$ cat config.mk
export PLATFORM = sky130hd
export DESIGN_NAME = seq_mult_shift_add
export DESIGN_NICKNAME = d
export VERILOG_FILES = /design/src/rtl/mult_pkg.sv /design/src/rtl/adder_1bit.sv /design/src/rtl/adder_nbit.sv /design/src/rtl/seq_mult_shift_add.sv
export SDC_FILE = /design/constraint.sdc
export NUM_CORES = 1
export LEC_CHECK = 0
export CAP_MARGIN = 20
export CORE_UTILIZATION = 32
export CTS_CLUSTER_SIZE = 12
export DETAILED_ROUTE_END_ITERATION = 7
export GPL_ROUTABILITY_DRIVEN = 1
export GPL_TIMING_DRIVEN = 0
export PLACE_DENSITY_LB_ADDON = 0.08
export SKIP_LAST_GASP = 1
export SLEW_MARGIN = 10
export SYNTH_ARGS = -nofsm -noshare
export SYNTH_HDL_FRONTEND = slang
export SYNTH_SLANG_ARGS = --single-unit
$ cat constraint.sdc
create_clock -name clk -period 2.15 [get_ports clk]
set_input_delay 0.43 -clock clk [delete_from_list [all_inputs] [get_ports clk]]
set_output_delay 0.43 -clock clk [all_outputs]
set_load 0.05 [all_outputs]
$ cat src/rtl/mult_pkg.sv
// Shared types and default sizing for the sequential shift-and-add multiplier.
// No latency and no handshake: types, constants and helper functions only.
package mult_pkg;

  typedef enum logic [1:0] {
    ST_IDLE = 2'd0,
    ST_RUN  = 2'd1,
    ST_DONE = 2'd2
  } state_t;

  localparam int MULT_W = 4;
  localparam int PROD_W = 2 * MULT_W;
  localparam int CNT_W  = $clog2(MULT_W + 1);

  function automatic int prod_width(input int w);
    return 2 * w;
  endfunction

  function automatic int cnt_width(input int w);
    return $clog2(w + 1);
  endfunction

endpackage

$ cat src/rtl/adder_1bit.sv
// Single full adder cell, the ripple-chain building block.
// Purely combinational with zero latency; it has no handshake and no backpressure.
module adder_1bit (
  input  logic a,
  input  logic b,
  input  logic cin,
  output logic s,
  output logic cout
);

  assign s    = a ^ b ^ cin;
  assign cout = (a & b) | (cin & (a ^ b));

endmodule

$ cat src/rtl/adder_nbit.sv
// WIDTH-bit ripple-carry adder made of adder_1bit cells; carry-in is tied to zero.
// Purely combinational with zero latency; it has no handshake and no backpressure.
module adder_nbit #(
  parameter int WIDTH = 4
) (
  input  logic [WIDTH-1:0] a,
  input  logic [WIDTH-1:0] b,
  output logic [WIDTH-1:0] r,
  output logic             cout
);

  logic [WIDTH:0] carry;

  assign carry[0] = 1'b0;
  assign cout     = carry[WIDTH];

  for (genvar i = 0; i < WIDTH; i++) begin : g_bit
    adder_1bit u_fa (
      .a   (a[i]),
      .b   (b[i]),
      .cin (carry[i]),
      .s   (r[i]),
      .cout(carry[i+1])
    );
  end

endmodule

$ cat src/rtl/seq_mult_shift_add.sv
// Sequential unsigned shift-and-add multiplier: one partial-product add per clock.
// Latency is WIDTH+1 edges from acceptance to out_valid (1 edge for zero operands under SEQ_MULT_ZERO_SKIP_EN).
// Backpressure: the product is held in DONE until out_ready, and in_ready is high only in IDLE.
module seq_mult_shift_add
  import mult_pkg::*;
#(
  parameter int WIDTH = MULT_W
) (
  input  logic               clk,
  input  logic               rst_n,
  input  logic               in_valid,
  output logic               in_ready,
  input  logic [WIDTH-1:0]   a,
  input  logic [WIDTH-1:0]   b,
  output logic               out_valid,
  input  logic               out_ready,
  output logic [2*WIDTH-1:0] product
);

  localparam int PW = 2 * WIDTH;
  localparam int CW = $clog2(WIDTH + 1);

  state_t          state, state_nxt;
  logic [WIDTH-1:0] mcand;
  logic [PW-1:0]    acc;
  logic [CW-1:0]    count;
  logic [WIDTH-1:0] add_r;
  logic             add_cout;
  logic [WIDTH:0]   sum;
  logic [PW-1:0]    acc_shift;
  logic             zero_op;
  logic             last_step;

`ifdef SEQ_MULT_ZERO_SKIP_EN
  assign zero_op = (a == '0) || (b == '0);
`else
  assign zero_op = 1'b0;
`endif

  assign last_step = (count == CW'(WIDTH - 1));

  adder_nbit #(.WIDTH(WIDTH)) u_add (
    .a   (acc[PW-1:WIDTH]),
    .b   (mcand),
    .r   (add_r),
    .cout(add_cout)
  );

  // The carry-out lands in the top bit of the shifted accumulator, so nothing is lost.
  assign sum       = acc[0] ? {add_cout, add_r} : {1'b0, acc[PW-1:WIDTH]};
  assign acc_shift = {sum, acc[WIDTH-1:1]};

  always_ff @(posedge clk or negedge rst_n) begin
    if (!rst_n) begin
      state <= ST_IDLE;
    end else begin
      state <= state_nxt;
    end
  end

  always_comb begin
    state_nxt = state;
    case (state)
      ST_IDLE: if (in_valid) state_nxt = zero_op ? ST_DONE : ST_RUN;
      ST_RUN:  if (last_step) state_nxt = ST_DONE;
      ST_DONE: if (out_ready) state_nxt = ST_IDLE;
      default: state_nxt = ST_IDLE;
    endcase
  end

  always_comb begin
    in_ready  = (state == ST_IDLE);
    out_valid = (state == ST_DONE);
  end

  always_ff @(posedge clk or negedge rst_n) begin
    if (!rst_n) begin
      mcand   <= '0;
      acc     <= '0;
      count   <= '0;
      product <= '0;
    end else begin
      case (state)
        ST_IDLE: begin
          if (in_valid) begin
            mcand <= a;
            acc   <= {{WIDTH{1'b0}}, b};
            count <= '0;
            if (zero_op) product <= '0;
          end
        end
        ST_RUN: begin
          acc   <= acc_shift;
          count <= count + CW'(1);
          if (last_step) product <= acc_shift;
        end
        default: ;
      endcase
    end
  end

endmodule
==> results of run 1 <==
state kept, by name, indices dropped and copies added (netlist names):
name and cells:
count 3, product 8, state 2, acc 8, mcand 4
worst register-to-register path, delay by kind of cell, from the launching register on:
| kind | cells | cell delay, ns |
|---|---|---|
| AO/OA/AOI/OAI | 1 | 0.11 |
| adder cells (fa/ha/maj) | 4 | 1.26 |
| multiplexers | 1 | 0.20 |
| flip-flops | 1 | 0.38 |
| buffers and inverters | 2 | 0.10 |
logic make-up (layout without fill, tap and decap cells):
logic type                 Yosys count  after routing  share of synthesized area, %
DFF                                 25             25                         53.71
and+or+nand+nor                     24             24                         10.20
AOI/OAI and AO/OA                   23             23                         12.03
buffers and inverters               14             41                         6.229
muxes                               10             10                         9.452
adders and majority gates            6              6                         8.379
final timing paths:
check	startpoint	end	slack, ns	depth (start not counted)
worst max-delay path	acc[4]	product[6]	0.01	8
worst min-delay path	rst_n	product[1]	0.44	1
worst max register to register	acc[4]	product[6]	0.01	8
worst min register to register	product[3]	product[3]	0.50	2
max in group asynchronous	rst_n	mcand[1]	1.25	2
min in group clk	product[3]	product[3]	0.50	2
layout make-up:
type | instances | area (um2)
buffer | 5 | 38.79
clock buffer | 3 | 22.52
multi-input combinational | 63 | 478.0
tap | 46 | 57.56
sequential | 25 | 625.6
clock inverter | 1 | 5.005
fill | 351 | 1912
inverter | 9 | 33.78
timing repair buffer | 23 | 242.7
power by group through the flow:
| stage | logic, mW | registers, mW | clock network (mW) |
|---|---|---|---|
| after detailed placement | 1.18 | 0.807 | 0 |
| after CTS | 1.20 | 0.793 | 0.228 |
| final | 1.20 | 0.790 | 0.213 |
| after global routing | 1.36 | 0.821 | 0.239 |
| after global placement | 1.15 | 0.801 | 0 |
| after floorplan | 0.654 | 0.981 | 0 |
metal layers:
metal,up-vias,part of all wire [%],GRT usage (%)
li1,401,-,-
met1,384,49,19.27
met2,21,45,19.37
met3,2,4.8,2.022
met4,0,0.89,5.233
met5,-,0,0
synthesized netlist by cell type (all sizes together):
cell	number	area, um2
buf	4	35.03
mux2i	2	20.02
fa	3	60.06
nand3b	1	7.510
clkbuf	1	3.750
nand2	17	63.81
inv	9	33.78
mux2	8	90.08
o21ai	11	55.05
nor2	2	7.510
o22ai	6	37.54
dfrtp	25	625.6
ha	3	37.54
o21bai	2	15.01
nand2b	2	12.51
nor2b	2	27.53
a22oi	3	22.52
a221o	1	10.01
through the flow:
stage,total power [mW],area (um2),util [%]
detailed placement,1.990,1460,42.75
CTS,2.220,1498,43.85
finish,2.206,1504,44.03
global route,2.416,1504,44.03
floorplan,1.634,1165,-
global placement,1.956,1433,41.94
timing repair:
| action | 4_1_cts | 5_1_grt |
|---|---|---|
| endpoints found under the hold margin | 0 | 0 |
| setup buffers | 1 | 0 |
| setup endpoints to repair | 4 | 2 |
| resized for setup | 5 | 4 |
| pin swaps | 0 | 1 |
==> results.md, run 1 <==
Detailed routing:
- The routed design has 2237 um of wire.
- The count of vias placed by the detailed router is 808.
- The first detailed-routing pass ran for 4 iterations.
- The average wire per cell in the routed design is 12.78 um.
- Dividing the detail-routed via count by the number of cells gives 4.617.
- After the first detailed-routing iteration, the DRC count stood at 26.
- The count of antenna-violating nets left after detailed routing is 0.
- The post-route DRC violation count is 0.

GRT:
- The global-route usage over all layers is 13.15%.
- The global route total overflow is 0.
- The pin count of the biggest net entering global routing is 17.
- The initial antenna violation count is 0.
- The number of global-route vias before repair was 801.
- The first-pass GRT wire length is 3995 um.

Clock network:
- For this design, the CTS-stage hold fixing added 0 buffers.
- Clock tree synthesis found a total of 25 sinks.
- The cell sitting at the root of the clock tree is a clkbuf_4.
- The clock passes through at most 2 buffers.
- The register clock-pin slew on the reported worst setup and hold paths is 0.14 ns.
- TritonCTS built the clock tree.
- Buffers inserted during clock tree synthesis total 3.
- The clock latency on the worst-skew pair is 0.31 ns.
- The depth of the CTS H-tree is 1.

STA:
- The worst clock skew on the final layout is 0.003990 ns.
- The final worst hold slack is 0.4416 ns.
- The number of setup violations in the final report is 0.
- The minimum period implied by the final worst setup slack is 2.140 ns.
- The final critical-path share of the clock period is 99.52%.
- The worst path meets setup with 0.01041 ns of slack.
- Derived from the worst setup path, the maximum achievable clock frequency is 467.4 MHz.
- The count of final hold-check violations is 0.
- The actual slew at the worst max-slew pin is 0.5342 ns.
- The final max-slew violation count is 0.
- Headroom to the max-slew limit came out at 64.27%.
- Setup repair after global routing could not meet its margin everywhere.
- The summed negative setup slack over all endpoints is 0 ns.

Setup path:
- The delay contributed by the slowest stage of the critical path is 0.41 ns.
- The startpoint type of the worst setup path is a flip-flop.
- The slowest cell on the critical path is fa_1.
- The buffer and inverter count on the worst path is 2.
- The arrival time at the worst endpoint is 2.35 ns.
- The required time of the critical path is 2.36 ns.
- The worst setup path is captured at a flip-flop.
- The signal on the critical path passes through ha_2, inv_2, fa_2, fa_2, inv_2, fa_1, mux2i_2, o21ai_1.
- The critical-path maximum fanout is 2.
- The cell family contributing the most delay on the critical path is adder cells.
- The critical path in this run is classified as flip-flop to flip-flop.

Logic synthesis:
- The count of cell types in the netlist is 21.
- The average instance in the mapped netlist occupies 11.42 um2.
- When the netlist entered floorplanning its net count stood at 120.
- The total of flip-flops plus latches after synthesis is 25.
- The post-synthesis cell count is 102.
- The total standard cell area after synthesis is 0.001165 mm2.
- Of the synthesized area, sequential elements account for 53.71%.
- The count of warnings emitted by yosys is 0.

Power:
- The switching portion of total power is 43.66%.
- The part of the power in registers is 35.8%.
- Across the VDD grid, the largest voltage drop is 0.0004761 V.
- The relative contribution of the clock network to total power is 9.7%.
- Internal power comes to 1.243 mW.
- Dividing total power by cell area gives a power density of 1466 mW/mm2.
- In this run the static leakage power is 0.6657 nW.
- The net switching power of the design is 962.9 uW.
- The proportion of power drawn by combinational gates is 54.5%.

Placement:
- The count of buffers from port buffering is 21.
- The congestion estimate from routability-driven global placement came to 0.7271.
- Once detailed placement completed, the half-perimeter wirelength came to 1612 um.
- The total placed cells including tap cells is 170.
- The post-place setup slack is -0.08972 ns.

Finish:
- 0 antenna diodes ended up in the layout.
- The post-layout instance count excluding filler cells is 175.
- The layout overhead on the synthesized area is 29.11%.
- In the layout the commonest cells are dfrtp_1, clkdlybuf4s50_1, nand2_1.
- The net count reported at finish is 148.
- The share of post-route cells with drive strength above 1 is 18.60%.
- The library cell used most frequently in the layout, excluding fill and tap cells, is dfrtp_1.

Run:
- The number of maximum-capacitance constraint violations is 0.

Floorplanning:
- After floorplanning, the core was divided into 21 placement rows.
- The initial utilization of the core area, before any placement, comes to 34.10%.
- The count of boundary I/O pins is 22.
- After floorplanning, the core was sized to cover 0.003416 mm2.
- The die is 62.34 um wide.
- The area enclosed by the die boundary is 0.003886 mm2.
- Measured along the y axis, the die boundary spans 62.34 um.

Status:
- The run finished with clean final reports.

Hold path:
- The worst hold-check path type is input port to asynchronous set/reset pin.
Power figures use the tool's default switching activity.
==> inputs of run 2 (changes only) <==
--- a/config.mk
+++ b/config.mk
@@ -8,4 +8,5 @@
 export CAP_MARGIN = 20
 export CORE_UTILIZATION = 32
+export CTS_BUF_LIST = sky130_fd_sc_hd__clkbuf_16
 export CTS_CLUSTER_SIZE = 12
 export DETAILED_ROUTE_END_ITERATION = 7
==> constraint.sdc (replaced) <==
create_clock -name clk -period 2.15 [get_ports clk]
set_input_delay 0.43 -clock clk [delete_from_list [all_inputs] [get_ports clk]]
set_output_delay 0.43 -clock clk [all_outputs]
set_load 0.005 [all_outputs]
==> run 2 against run 1 <==
- clock power rose by 97%
- routed wire length barely moved
- global-route usage rose by 0.51 points
- utilization rose by 1.6 points
- cell count did not move
- worst hold slack improved by 0.039 ns
- first-iteration DRC count fell by 3.8%
- critical path depth did not move
- sequential cell count did not move
- register-to-register slack barely moved
- sequential power barely moved
- critical path type unchanged
- count of clock-buffer cells in the layout did not move
==> results.md, run 2 (synthesized netlist as in run 1, its figures left out) <==
Status:
- The flow ran to the end, and the final reports show no timing, DRC or antenna violations.

Power:
- The post-layout total power is 2.170 mW (-1.6%).
- The static leakage is 0.6820 nW (+2.5%).
- The power density over the cells is 1392 mW/mm2 (-5.1%).
- The maximum vdd ir drop came to 0.0004524 V (-5.0%).

Setup path:
- The depth of the most critical reg-to-reg path came to 8 (unchanged).
- The startpoint identified for the worst register-to-register timing path is acc[4].
- The startpoint type of the worst setup path is a flip-flop.
- The end of the worst register-to-register path is product[6].
- The most critical setup path has its endpoint at product[6].
- The setup slack of the most critical reg-to-reg path is 0.02 ns (about the same).
- The critical-path maximum fanout was 2 (unchanged).
- The required time of the critical path is 2.29 ns (-0.07 ns).
- The worst setup path is captured at a flip-flop.
- The worst setup path startpoint is acc[4].
- The worst setup path is of the flip-flop to flip-flop kind.
- The arrival time at the worst endpoint was 2.27 ns (-0.08 ns).

STA:
- The worst clock skew on the final layout is 0.002157 ns (-0.001833 ns).
- The final max-slew violation count is 0 (unchanged).
- The final worst hold slack came to 0.4811 ns (+0.03946 ns).
- The fmax is 469.0 MHz (+0.35%).
- The number of setup violations in the final report is 0 (unchanged).
- The minimum period implied by the final worst setup slack is 2.132 ns (-0.007461 ns).
- The summed negative setup slack over all endpoints was 0 ns (unchanged).
- The remaining max-slew budget at the tightest pin came to 64.25% (about the same).
- The final critical-path share of the clock period was 99.17% (-0.35 points).
- Setup repair after global routing could not meet its margin everywhere.
- The count of final hold-check violations came to 0 (unchanged).
- The actual slew at the worst max-slew pin is 0.5346 ns (+0.0003923 ns).

Floorplanning:
- The chip width was 62.34 um (unchanged).
- The number of cell rows is 21 (unchanged).
- The chip height came to 62.34 um (unchanged).
- The area enclosed by the die boundary is 0.003886 mm2 (unchanged).
- The area of the core region is 0.003416 mm2 (unchanged).
- The initial core utilization is 34.10% (unchanged).
- The count of boundary I/O pins is 22 (unchanged).

Clock network:
- The register clock-pin slew on the reported worst setup and hold paths is 0.07 ns (-0.07 ns).
- The master cell of the clock root buffer is clkbuf_16.
- TritonCTS built the clock tree.
- The clock latency on the worst-skew pair is 0.26 ns (-0.05 ns).
- The cts-stage hold buffer count came to 0 (unchanged).
- The buffer depth of the longest clock path was 2 (unchanged).
- The number of buffers added by the clock tree synthesis step is 3 (unchanged).
- The total number of clock tree sinks is 25 (unchanged).
- The depth of the CTS H-tree came to 1 (unchanged).

GRT:
- The global-route usage over all layers is 13.67% (+0.51 points).
- The global route total overflow is 0 (unchanged).
- The initial antenna violation count came to 0 (unchanged).
- The pin count of the biggest net entering global routing came to 17 (unchanged).
- The first-pass GRT wire length was 4084 um (+2.2%).
- The number of global-route vias before repair is 821 (+2.5%).

Detailed routing:
- The mean number of vias per cell is 4.606 (-0.25%).
- The count of antenna-violating nets left after detailed routing is 0 (unchanged).
- The count of vias placed by the detailed router is 806 (-0.25%).
- The total wirelength of the detailed-routed design was 2235 um (about the same).
- The first-iteration detailed-routing DRC count is 25 (-3.8%).
- The post-route DRC violation count was 0 (unchanged).
- The average wire per cell in the routed design is 12.77 um (about the same).
- The detailed-router iteration count before antenna repair was 2 (-2).

Finish:
- In the layout the commonest cells are dfrtp_1, clkdlybuf4s50_1, nand2_1.
- The layout overhead on the synthesized area is 33.84%.
- The post-layout instance count excluding filler cells is 175 (unchanged).
- The share of post-route cells with drive strength above 1 was 18.60% (unchanged).
- In the final layout, the registers with the most flip-flops are acc x8, product x8, mcand x4.
- The commonest non-fill, non-tap cell in the layout is dfrtp_1.
- The post-route cell area is 0.001559 mm2 (+3.7%).
- The net count reported at finish is 148 (unchanged).
- The antenna diode count is 0 (unchanged).

Placement:
- The count of buffers from port buffering is 21 (unchanged).
- The last weighted congestion value of the routability-driven placer is 0.7271 (unchanged).
- The HPWL after detailed placement is 1612 um (unchanged).
- The total placed cells including tap cells is 170 (unchanged).
- The post-placement cell area came to 0.001460 mm2 (unchanged).

Run:
- The number of maximum-capacitance constraint violations is 0 (unchanged).

Hold path:
- The worst hold-check path type is flip-flop to flip-flop.
## run 2: changes by cell type in the layout (fill, tap and decap cells not counted)
cell and change:
clkbuf_16 +3, clkbuf_4 -3, dlygate4sd2_1 -2, clkdlybuf4s50_1 +2
## run 2: where the power goes
group / internal (mW) / total (mW) / switching (mW)
logic: 0.511 / 0.958 / 0.447
registers: 0.674 / 0.793 / 0.118
clock network: 0.251 / 0.419 / 0.168
total: 1.44 / 2.17 / 0.734
## run 2: layer usage
layer | part of all wire, % | vias up | GRT usage (%)
met5 | 0 | - | 0
met4 | 2.0 | 0 | 6.105
met3 | 3.8 | 6 | 3.676
met2 | 44 | 16 | 19.51
met1 | 50 | 380 | 19.27
li1 | - | 404 | -
## run 2: worst min path at each step
stage          startpoint          to  slack (ns)  cells past startpoint
3_5_place_dp     mcand[2]    mcand[2]        0.48                      1
5_1_grt          mcand[2]    mcand[2]        0.53                      1
6_report       product[3]  product[3]        0.48                      2
2_1_floorplan       rst_n      acc[0]        0.13                      0
4_1_cts          mcand[2]    mcand[2]        0.49                      1
3_3_place_gp   product[3]  product[3]        0.46                      2
## run 2: area by class of cell
cell class                 instances  area (um2)
clock buffer                       3       75.07
buffer                             5       38.79
multi-input combinational         63       478.0
clock inverter                     1       5.005
fill                             339        1857
sequential                        25       625.6
timing repair buffer              23       245.2
tap                               46       57.56
inverter                           9       33.78
## run 2: what timing repair did
action | CTS | global route
setup endpoints to repair | 2 | 2
pin swaps | 0 | 1
setup buffers | 1 | 0
gates resized for setup | 3 | 4
## run 2: metrics by stage
| stage | setup WS, ns | util (%) |
|---|---|---|
| 6_report | 0.01787 | 45.64 |
| 5_1_grt | -0.08586 | 45.64 |
| 4_1_cts | 0.01425 | 45.46 |
| 3_5_place_dp | -0.08972 | 42.75 |
| 3_3_place_gp | -0.06126 | 41.94 |
| 2_1_floorplan | 0.08246 | - |
## run 2: critical path: stages, from the launching register on
cell	delay (ns)
dfrtp_1	0.35
ha_2	0.18
inv_2	0.04
fa_2	0.33
fa_2	0.34
inv_2	0.06
fa_1	0.41
mux2i_2	0.20
o21ai_1	0.11
==> inputs of run 3 (changes only) <==
- CTS_BUF_LIST: sky130_fd_sc_hd__clkbuf_16 -> sky130_fd_sc_hd__clkbuf_8
==> run 3 against run 2 <==
- non-clock buffer count unchanged
- critical path depth unchanged
- design area down 2.2%
- sequential power about the same
- power down 6.0%
- sequential share of layout area up 0.89 points
- critical path type unchanged
- highest routed layer unchanged
==> results.md, run 3 (synthesized netlist as in run 1, its figures left out) <==
Status:
- The flow ran to the end, and the final reports show no timing, DRC or antenna violations.

Setup path:
- The critical-path maximum fanout is 2 (unchanged).
- The signal on the critical path passes through ha_2, inv_2, fa_2, fa_2, inv_2, fa_1, mux2i_2, o21ai_1.
- The critical setup path kind is flip-flop to flip-flop.
- The delay contributed by the slowest stage of the critical path came to 0.41 ns (about the same).
- The setup slack of the most critical reg-to-reg path is 0.02 ns (about the same).
- The startpoint type of the worst setup path is a flip-flop.
- The slowest cell on the critical path is fa_1.
- The arrival time at the worst endpoint is 2.29 ns (+0.02 ns).
- The required time of the critical path is 2.31 ns (+0.02 ns).
- The endpoint kind of the worst setup timing path is a flip-flop.

Placement:
- The count of buffers from port buffering is 21 (unchanged).
- The post-placement cell area is 0.001460 mm2 (unchanged).
- The HPWL after detailed placement is 1612 um (unchanged).
- The total placed cells including tap cells was 170 (unchanged).
- The last weighted congestion value of the routability-driven placer is 0.7271 (unchanged).

Finish:
- The top cell types in the final layout, fill and taps aside, are dfrtp_1, clkdlybuf4s50_1, nand2_1.
- The post-layout instance count excluding filler cells was 175 (unchanged).
- The area used by multi-input combinational logic is 478.0 um2 (unchanged).
- The flip-flop and latch area was 625.6 um2 (unchanged).
- The antenna diode count is 0 (unchanged).
- The post-route cell area is 0.001525 mm2 (-2.2%).
- The commonest non-fill, non-tap cell in the layout is dfrtp_1.
- The net count reported at finish came to 148 (unchanged).
- The layout overhead on the synthesized area is 30.93%.
- The fill cell total of the finished layout is 347 (+2.4%).
- In the final layout, the registers with the most flip-flops are acc x8, product x8, mcand x4.
- The share of post-route cells with drive strength above 1 came to 18.60% (unchanged).

STA:
- The fmax is 469.0 MHz (about the same).
- The final max-slew violation count is 0 (unchanged).
- Setup repair after global routing could not meet its margin everywhere.
- The remaining max-slew budget at the tightest pin is 64.26% (about the same).
- The minimum period implied by the final worst setup slack is 2.132 ns (+0.0001778 ns).
- The final critical-path share of the clock period was 99.18% (about the same).
- The number of setup violations in the final report is 0 (unchanged).
- The final worst hold slack is 0.4868 ns (+0.005675 ns).
- The worst clock skew on the final layout is 0.002235 ns (+0.00007835 ns).
- The count of final hold-check violations is 0 (unchanged).
- The actual slew at the worst max-slew pin is 0.5344 ns (-0.0002016 ns).

Floorplanning:
- The area of the core region was 0.003416 mm2 (unchanged).
- The count of boundary I/O pins is 22 (unchanged).
- The number of cell rows was 21 (unchanged).
- The area enclosed by the die boundary came to 0.003886 mm2 (unchanged).
- The initial core utilization is 34.10% (unchanged).
- The chip width is 62.34 um (unchanged).
- The chip height was 62.34 um (unchanged).

Clock network:
- The buffer depth of the longest clock path is 2 (unchanged).
- The clock latency on the worst-skew pair is 0.27 ns (about the same).
- TritonCTS built the clock tree.
- The cts-stage hold buffer count is 0 (unchanged).
- The number of buffers added by the clock tree synthesis step is 3 (unchanged).
- The register clock-pin slew on the reported worst setup and hold paths came to 0.09 ns (+0.02 ns).
- The total number of clock tree sinks is 25 (unchanged).
- In this run the clock root is driven by a clkbuf_8.
- The depth of the CTS H-tree is 1 (unchanged).

GRT:
- The global route total overflow was 0 (unchanged).
- The number of global-route vias before repair was 801 (-2.4%).
- The pin count of the biggest net entering global routing was 17 (unchanged).
- The global-route usage over all layers is 13.39% (-0.28 points).
- The first-pass GRT wire length is 4036 um (-1.2%).
- The initial antenna violation count is 0 (unchanged).

Detailed routing:
- The post-route DRC violation count came to 0 (unchanged).
- The total wirelength of the detailed-routed design was 2259 um (+1.1%).
- The average wire per cell in the routed design is 12.91 um (+1.1%).
- The first-iteration detailed-routing DRC count came to 21 (-16%).
- The count of vias placed by the detailed router came to 808 (+0.25%).
- The mean number of vias per cell is 4.617 (+0.25%).
- The detailed-router iteration count before antenna repair came to 4 (+2).
- The count of antenna-violating nets left after detailed routing is 0 (unchanged).

Hold path:
- The worst hold-check path type is flip-flop to flip-flop.

Power:
- The post-layout total power is 2.040 mW (-6.0%).
- The power density over the cells is 1338 mW/mm2 (-3.9%).
- The maximum vdd ir drop came to 0.0004438 V (-1.9%).
- The static leakage is 0.6666 nW (-2.3%).

Run:
- The number of maximum-capacitance constraint violations is 0 (unchanged).
-- run 3: area by class of cell --
cell class	instances	area share [%]
Tap cell	46	3.774
Inverter	9	2.215
Buffer	5	2.543
Clock inverter	1	0.3281
Timing Repair Buffer	23	16.08
Multi-Input combinational cell	63	31.34
Clock buffer	3	2.707
Sequential cell	25	41.02
-- run 3: critical path, delay by kind of cell, from the launching register on --
family	cells	cell delay, ns
adder cells (fa/ha/maj)	4	1.26
multiplexers	1	0.20
buffers and inverters	2	0.10
flip-flops	1	0.36
AO/OA/AOI/OAI	1	0.11
-- run 3: final timing paths --
| kind | startpoint | endpoint | depth (start not counted) |
|---|---|---|---|
| worst max-delay path | acc[4] | product[6] | 8 |
| worst min-delay path | product[3] | product[3] | 2 |
| worst max register to register | acc[4] | product[6] | 8 |
| worst min register to register | product[3] | product[3] | 2 |
| max in group asynchronous | rst_n | mcand[2] | 2 |
| min in group asynchronous | rst_n | product[1] | 1 |
-- run 3: repair_timing --
| item | CTS | global route |
|---|---|---|
| resized for setup | 3 | 4 |
| pin swaps | 0 | 1 |
| endpoints found under the hold margin | 0 | 0 |
| endpoints found under the setup margin | 2 | 2 |
| gates cloned | 0 | 0 |
| buffers inserted | 1 | 0 |
-- run 3: power by group --
group	internal (mW)	switching (mW)	leakage, nW	total, mW
registers	0.673	0.119	0.316	0.792
clock network	0.130	0.159	0.0255	0.289
logic	0.510	0.449	0.325	0.959
total	1.31	0.727	0.667	2.04
-- run 3: metrics by stage --
| stage | util [%] | setup slack [ns] | setup TNS, ns |
|---|---|---|---|
| 6_report | 44.65 | 0.01769 | 0 |
| 5_1_grt | 44.65 | -0.09019 | -0.1745 |
| 3_3_place_gp | 41.94 | -0.06126 | -0.1185 |
| 4_1_cts | 44.47 | 0.01023 | 0 |
| 2_1_floorplan | - | 0.08246 | 0 |
| 3_5_place_dp | 42.75 | -0.08972 | -0.1636 |
-- run 3: per-layer routing --
metal	vias up	track usage [%]	wire length, um
met5	-	0	0
met2	16	19.09	982
met1	386	19.51	1146
li1	401	-	-
met3	5	2.574	82
met4	0	6.105	47
